$ cat src/rtl/aes_dec_stream_if.sv
// aes_dec_stream_if: 32-bit ciphertext-in / plaintext-out valid/ready stream pair
//   in_data/in_valid/in_ready     ciphertext words into the controller
//   out_data/out_valid/out_ready  plaintext words out of the controller
//   out_last                      marks the 4th word of each block
interface aes_dec_stream_if;
  logic [31:0] in_data;
  logic in_valid;
  logic in_ready;
  logic [31:0] out_data;
  logic out_valid;
  logic out_ready;
  logic out_last;
  modport slave (
    input in_data, in_valid, out_ready,
    output in_ready, out_data, out_valid, out_last
  );
  modport master (
    output in_data, in_valid, out_ready,
    input in_ready, out_data, out_valid, out_last
  );
endinterface

$ cat src/rtl/aes_dec_stream_ctrl.sv
// aes_dec_stream_ctrl: packs ciphertext words into blocks around a combinational AES-128 decryptor
//   clk, rst            clock, asynchronous active-high reset
//   key_in/key_load     cipher key load (only while idle)
//   iv_in/iv_load       CBC chain load (only while idle)
//   strm                word streams (slave side)
//   busy                block collection or processing in progress
//   dec_en_msg/dec_key  held block and key into the datapath
//   dec_de_msg          datapath plaintext
module aes_dec_stream_ctrl #(
  parameter int SETTLE_CYCLES = 4,
  parameter bit CBC_EN = 1'b1
) (
  input  logic clk,
  input  logic rst,
  input  logic [127:0] key_in,
  input  logic key_load,
  input  logic [127:0] iv_in,
  input  logic iv_load,
  aes_dec_stream_if.slave strm,
  output logic busy,
  output logic [127:0] dec_en_msg,
  output logic [127:0] dec_key,
  input  logic [127:0] dec_de_msg
);
  typedef enum logic [1:0] {COLLECT, SETTLE, DRAIN} state_t;
  state_t state, state_n;
  // word count while collecting, word index while draining
  logic [1:0] cnt;
  logic [7:0] timer;
  // word 0 of a block sits in the top slot, so slot number is ~cnt
  logic [3:0][31:0] blk, pt;
  logic [127:0] key, chain;
  logic idle, acc, hs, fire;
  assign idle = state == COLLECT && cnt == 2'd0;
  assign acc = state == COLLECT && strm.in_valid;
  assign hs = state == DRAIN && strm.out_ready;
  assign fire = state == SETTLE && timer == 8'd1;
  assign strm.in_ready = state == COLLECT;
  assign strm.out_valid = state == DRAIN;
  assign strm.out_last = state == DRAIN && cnt == 2'd3;
  assign strm.out_data = pt[~cnt];
  assign busy = state != COLLECT || cnt != 2'd0;
  assign dec_en_msg = blk;
  assign dec_key = key;
  always_comb begin
    state_n = state;
    if (acc && cnt == 2'd3) state_n = SETTLE;
    if (fire) state_n = DRAIN;
    if (hs && cnt == 2'd3) state_n = COLLECT;
  end
  always_ff @(posedge clk or posedge rst)
    if (rst) begin
      state <= COLLECT;
      cnt <= '0;
      timer <= '0;
      blk <= '0;
      pt <= '0;
      key <= '0;
      chain <= '0;
    end else begin
      state <= state_n;
      if (idle && key_load) key <= key_in;
      if (idle && iv_load) chain <= iv_in;
      if (acc) begin
        blk[~cnt] <= strm.in_data;
        cnt <= cnt + 2'd1;
      end
      if (acc && cnt == 2'd3) timer <= 8'(SETTLE_CYCLES);
      if (state == SETTLE) timer <= timer - 8'd1;
      if (fire) begin
        pt <= dec_de_msg ^ (CBC_EN ? chain : '0);
        if (CBC_EN) chain <= blk;
      end
      if (hs) cnt <= cnt + 2'd1;
    end
endmodule

$ cat src/flat_wrapper.sv
// flat-port wrapper written by rule: the top's interface ports become plain ports
module aes_dec_stream_ctrl_flat 
#(
  parameter int SETTLE_CYCLES = 4,
  parameter bit CBC_EN = 1'b1
)
  (clk, rst, key_in, key_load, iv_in, iv_load, busy, dec_en_msg, dec_key, dec_de_msg, strm_in_data, strm_in_valid, strm_out_ready, strm_in_ready, strm_out_data, strm_out_valid, strm_out_last);
  aes_dec_stream_if strm_i ();
  input  logic clk;
  input  logic rst;
  input  logic [127:0] key_in;
  input  logic key_load;
  input  logic [127:0] iv_in;
  input  logic iv_load;
  output logic busy;
  output logic [127:0] dec_en_msg;
  output logic [127:0] dec_key;
  input  logic [127:0] dec_de_msg;
  input wire logic [$bits(strm_i.in_data)-1:0] strm_in_data;
  input wire logic [$bits(strm_i.in_valid)-1:0] strm_in_valid;
  input wire logic [$bits(strm_i.out_ready)-1:0] strm_out_ready;
  output wire logic [$bits(strm_i.in_ready)-1:0] strm_in_ready;
  output wire logic [$bits(strm_i.out_data)-1:0] strm_out_data;
  output wire logic [$bits(strm_i.out_valid)-1:0] strm_out_valid;
  output wire logic [$bits(strm_i.out_last)-1:0] strm_out_last;
  assign strm_i.in_data = strm_in_data;
  assign strm_i.in_valid = strm_in_valid;
  assign strm_i.out_ready = strm_out_ready;
  assign strm_in_ready = strm_i.in_ready;
  assign strm_out_data = strm_i.out_data;
  assign strm_out_valid = strm_i.out_valid;
  assign strm_out_last = strm_i.out_last;
  aes_dec_stream_ctrl #(.SETTLE_CYCLES(SETTLE_CYCLES), .CBC_EN(CBC_EN)) u_core (.clk(clk), .rst(rst), .key_in(key_in), .key_load(key_load), .iv_in(iv_in), .iv_load(iv_load), .strm(strm_i), .busy(busy), .dec_en_msg(dec_en_msg), .dec_key(dec_key), .dec_de_msg(dec_de_msg));
endmodule
$ cat config.mk
export PLATFORM = sky130hd
export DESIGN_NAME = aes_dec_stream_ctrl_flat
export DESIGN_NICKNAME = d
export VERILOG_FILES = /design/src/rtl/aes_dec_stream_if.sv /design/src/rtl/aes_dec_stream_ctrl.sv /design/src/flat_wrapper.sv
export SDC_FILE = /design/constraint.sdc
export NUM_CORES = 1
export LEC_CHECK = 0
export CAP_MARGIN = 20
export CORE_ASPECT_RATIO = 1.5
export CORE_MARGIN = 2
export CORE_UTILIZATION = 25
export CTS_BUF_LIST = sky130_fd_sc_hd__clkbuf_16
export DETAILED_ROUTE_END_ITERATION = 10
export DONT_BUFFER_PORTS = 1
export SYNTH_ARGS = -nofsm -noshare
export SYNTH_HDL_FRONTEND = slang
export SYNTH_SLANG_ARGS = --single-unit
export TNS_END_PERCENT = 100
$ cat constraint.sdc
create_clock -name clk -period 19.12 [get_ports clk]
set_clock_uncertainty 0.1 [all_clocks]
set_input_delay 5.736 -clock clk [delete_from_list [all_inputs] [get_ports clk]]
set_output_delay 5.736 -clock clk [all_outputs]
set_load 0.02 [all_outputs]
==> summary.md <==
| Metric | Value |
|---|---|
| Status | finished, final reports clean |
| Switching Share | 38.09% |
| Vias in the first global route | 13928 |
| Worst Hold Class | flop to flop |
| Worst slew pin tran | 1.018 ns |
| Row count | 136 |
| Netlist cell types | 31 |
| Cell area after synthesis | 23030 um^2 |
| Share of cells above drive strength 1 | 21.71% |
| Initial Utilization | 25.15% |
| Initial DRC count | 593 |
| CTS Hold Bufs | 0 |
| Pin count of the biggest net entering global routing | 87 |
| Worst-path clk slew | 0.06 ns |
| Syn Area/Cell | 15.00 um^2 |
| Via count | 12890 |
| Pwr dens | 163.3 nW/um^2 |
| Syn Inst Count | 1535 |
| Synth top area cells | dfrtp_1 57%, mux2_1 20%, mux2_2 9.6% |
| Hold Fails Final Rpt | 0 |
| Post-CTS setup buffers | 0 |
| GR Util met3 | 5.255% |
| GRT Residual Overflow | 0 |
| Core ar. | 91550 um^2 |
| Final #Nets | 1956 |
| Area grow syn2layout | 13.53% |
| FMAX | 0.1209 GHz |
| CP max stage delay | 1.01 ns |
| CP Launch Type | flop |
| Hpwl dp | 53.01 mm |
| Critical Path Fanout Max | 37 |
| Sequential power share | 55.9% |
| Power Internal | 2644 uW |
| Synthesis Warnings | 0 |
| Worst VDD drop | 0.09113 mV |
| FILL cells | 9240 |
| Final setup viols | 0 |
| Post-Route WL | 71.78 mm |
| Die width | 251.8 um |
| Initial antenna violation count | 36 |
| Mapped Nets | 1963 |
| Clock Tree Root | clkbuf_16 |
| Die area | 94600 um^2 |
| EDFF count, synth | 0 |
| ANT nets after route | 0 |
| Hold path cells | 1 |
| Ys flop type | dfrtp_1 |
| Max-slew headroom | 32.14% |
| Die height | 375.7 um |
| DRC viols | 0 |
| WP data required | 13.28 ns |
| Type of the worst setup path | flop to output pin |
| Most frequent cells after synthesis | 524 x dfrtp_1, 412 x mux2_1, 197 x mux2_2 |
| Worst path cell trace | mux4_2 |
| Num CTS Buffers | 53 |
| Vias/cell | 4.658 |
| CP Depth | 1 |
| Final period util | 43.28% |
| Share of Yosys cell area claimed by the top area cell type | 56.94% |
| Clk sink count | 524 |
| Clock period minus worst slack | 8.274 ns |
| Gate power share | 19.9% |
| Switching pwr | 1627 uW |
| Post-synthesis sequential area ratio | 56.94% |
| Fin area | 26140 um^2 |
| IO buf count | 0 |
| RSZ-0062 raised after global routing | no |
| FF-to-FF path depth | 5 |
| Final hold slack | 0.3817 ns |
| Most common cell in the netlist | dfrtp_1 |
| FF+latch count, synth | 524 |
| Met1 Use GR | 16.14% |
| Routed WL per cell | 25.94 um |
| Clk buf depth | 3 |
| GRT Total Usage | 14.66% |
| FFs w/ async S/R, synth | 100.0% |
| Pins Over Slew Limit | 0 |
| Crit. End Element | output pin |
| Setup TNS | 0 ns |
| Power share of the clock group | 24.3% |
| # Max-Cap Violations | 0 |
| Post_cts resized | 0 |
| First-pass GRT wire length | 100.8 mm |
| CP delay by family, top | flip-flops |
| WP data arrival | 2.44 ns |
| Synth area leader | dfrtp_1 |
| Slowest-stage cell, CP | dfrtp_4 |
| Cell Area, Placed | 24280 um^2 |
| RePlAce Congestion | 0.9169 |
| First-pass detailed-route iteration total | 4 |
| Top Ports | 714 |
| # H-tree levels | 2 |
| P_leak | 0.01209 uW |
| Grt met2 use | 25.27% |
| GRT busiest layer | met2 |
| TritonCTS clock tree | yes |
| Worst skew pair latency | 0.63 ns |
| Buf/Inv on CP | 0 |
final cells by class:
cell class / instances / area, um^2 / area share [%]
Sequential cell: 524 / 13120 / 50.18
Multi-Input combinational cell: 918 / 9505 / 36.36
Tap cell: 1173 / 1468 / 5.614
Clock buffer: 53 / 1326 / 5.073
Clock inverter: 45 / 396.6 / 1.517
Timing Repair Buffer: 24 / 240.2 / 0.9189
Antenna cell: 23 / 57.56 / 0.2201
Inverter: 7 / 30.03 / 0.1149
registers in the layout, indices dropped and copies added (netlist names):
name and count:
u_core.chain 128, u_core.dec_en_msg 128, u_core.dec_key 128, u_core.pt 128, u_core.timer 8, u_core.cnt 2, u_core.state 2
routing by layer:
metal	vias to the layer above	part of all wire, %
li1	5406	-
met1	6754	37
met2	564	50
met3	148	8.6
met4	18	4.0
met5	-	0.18
kinds of logic (layout without fill, tap and decap cells):
kind of cell | count (synthesis) | count (layout) | synth area share, %
multiplexers | 646 | 646 | 33.13
flip-flops | 524 | 524 | 56.94
XOR/XNOR | 129 | 129 | 4.907
AND/OR/NAND/NOR | 129 | 129 | 2.440
buffers and inverters | 93 | 129 | 2.032
AO/OA/AOI/OAI | 8 | 8 | 0.2227
adder cells (fa/ha/maj) | 6 | 6 | 0.3260
other | 0 | 23 | 0
through the flow:
step	std cells	worst slack [ns]	utilization, %	power, uW
global placement	2643	10.36	26.52	3209
detailed placement	2643	10.13	26.52	3274
floorplan	1535	6.164	-	2879
finish	2767	10.85	28.56	4270
CTS	2741	10.73	28.40	4328
global route	2759	10.56	28.54	4500
layout by cell type, fill, tap and decap left out, drive strengths merged, types with 4 or more instances in the layout:
master / instances
nand2: 103
nor2: 6
dfrtp: 524
diode: 23
and3: 4
mux2i: 5
xor2: 128
ha: 6
mux2: 609
inv: 24
bufinv: 5
clkbuf: 53
mux4: 32
clkinv: 20
nand3: 5
buf: 24
power groups by stage:
stage / Sequential (uW) / Clock, uW / Combinational, uW
2_1_floorplan: 2140 / 0 / 739
3_3_place_gp: 2390 / 0 / 818
3_5_place_dp: 2420 / 0 / 858
4_1_cts: 2390 / 1070 / 862
5_1_grt: 2450 / 1120 / 935
6_report: 2390 / 1040 / 848
final timing paths:
check | startpoint | end | slack (ns)
max | u_core.cnt[1] | strm_out_data[7] | 10.85
min | u_core.timer[6] | u_core.timer[6] | 0.38
max reg2reg | u_core.state[0] | u_core.pt[14] | 15.15
min reg2reg | u_core.timer[6] | u_core.timer[6] | 0.38
max in group asynchronous | rst | u_core.cnt[1] | 11.06
min in group asynchronous | rst | u_core.dec_key[52] | 4.87
(Power assumes the default switching activity.)
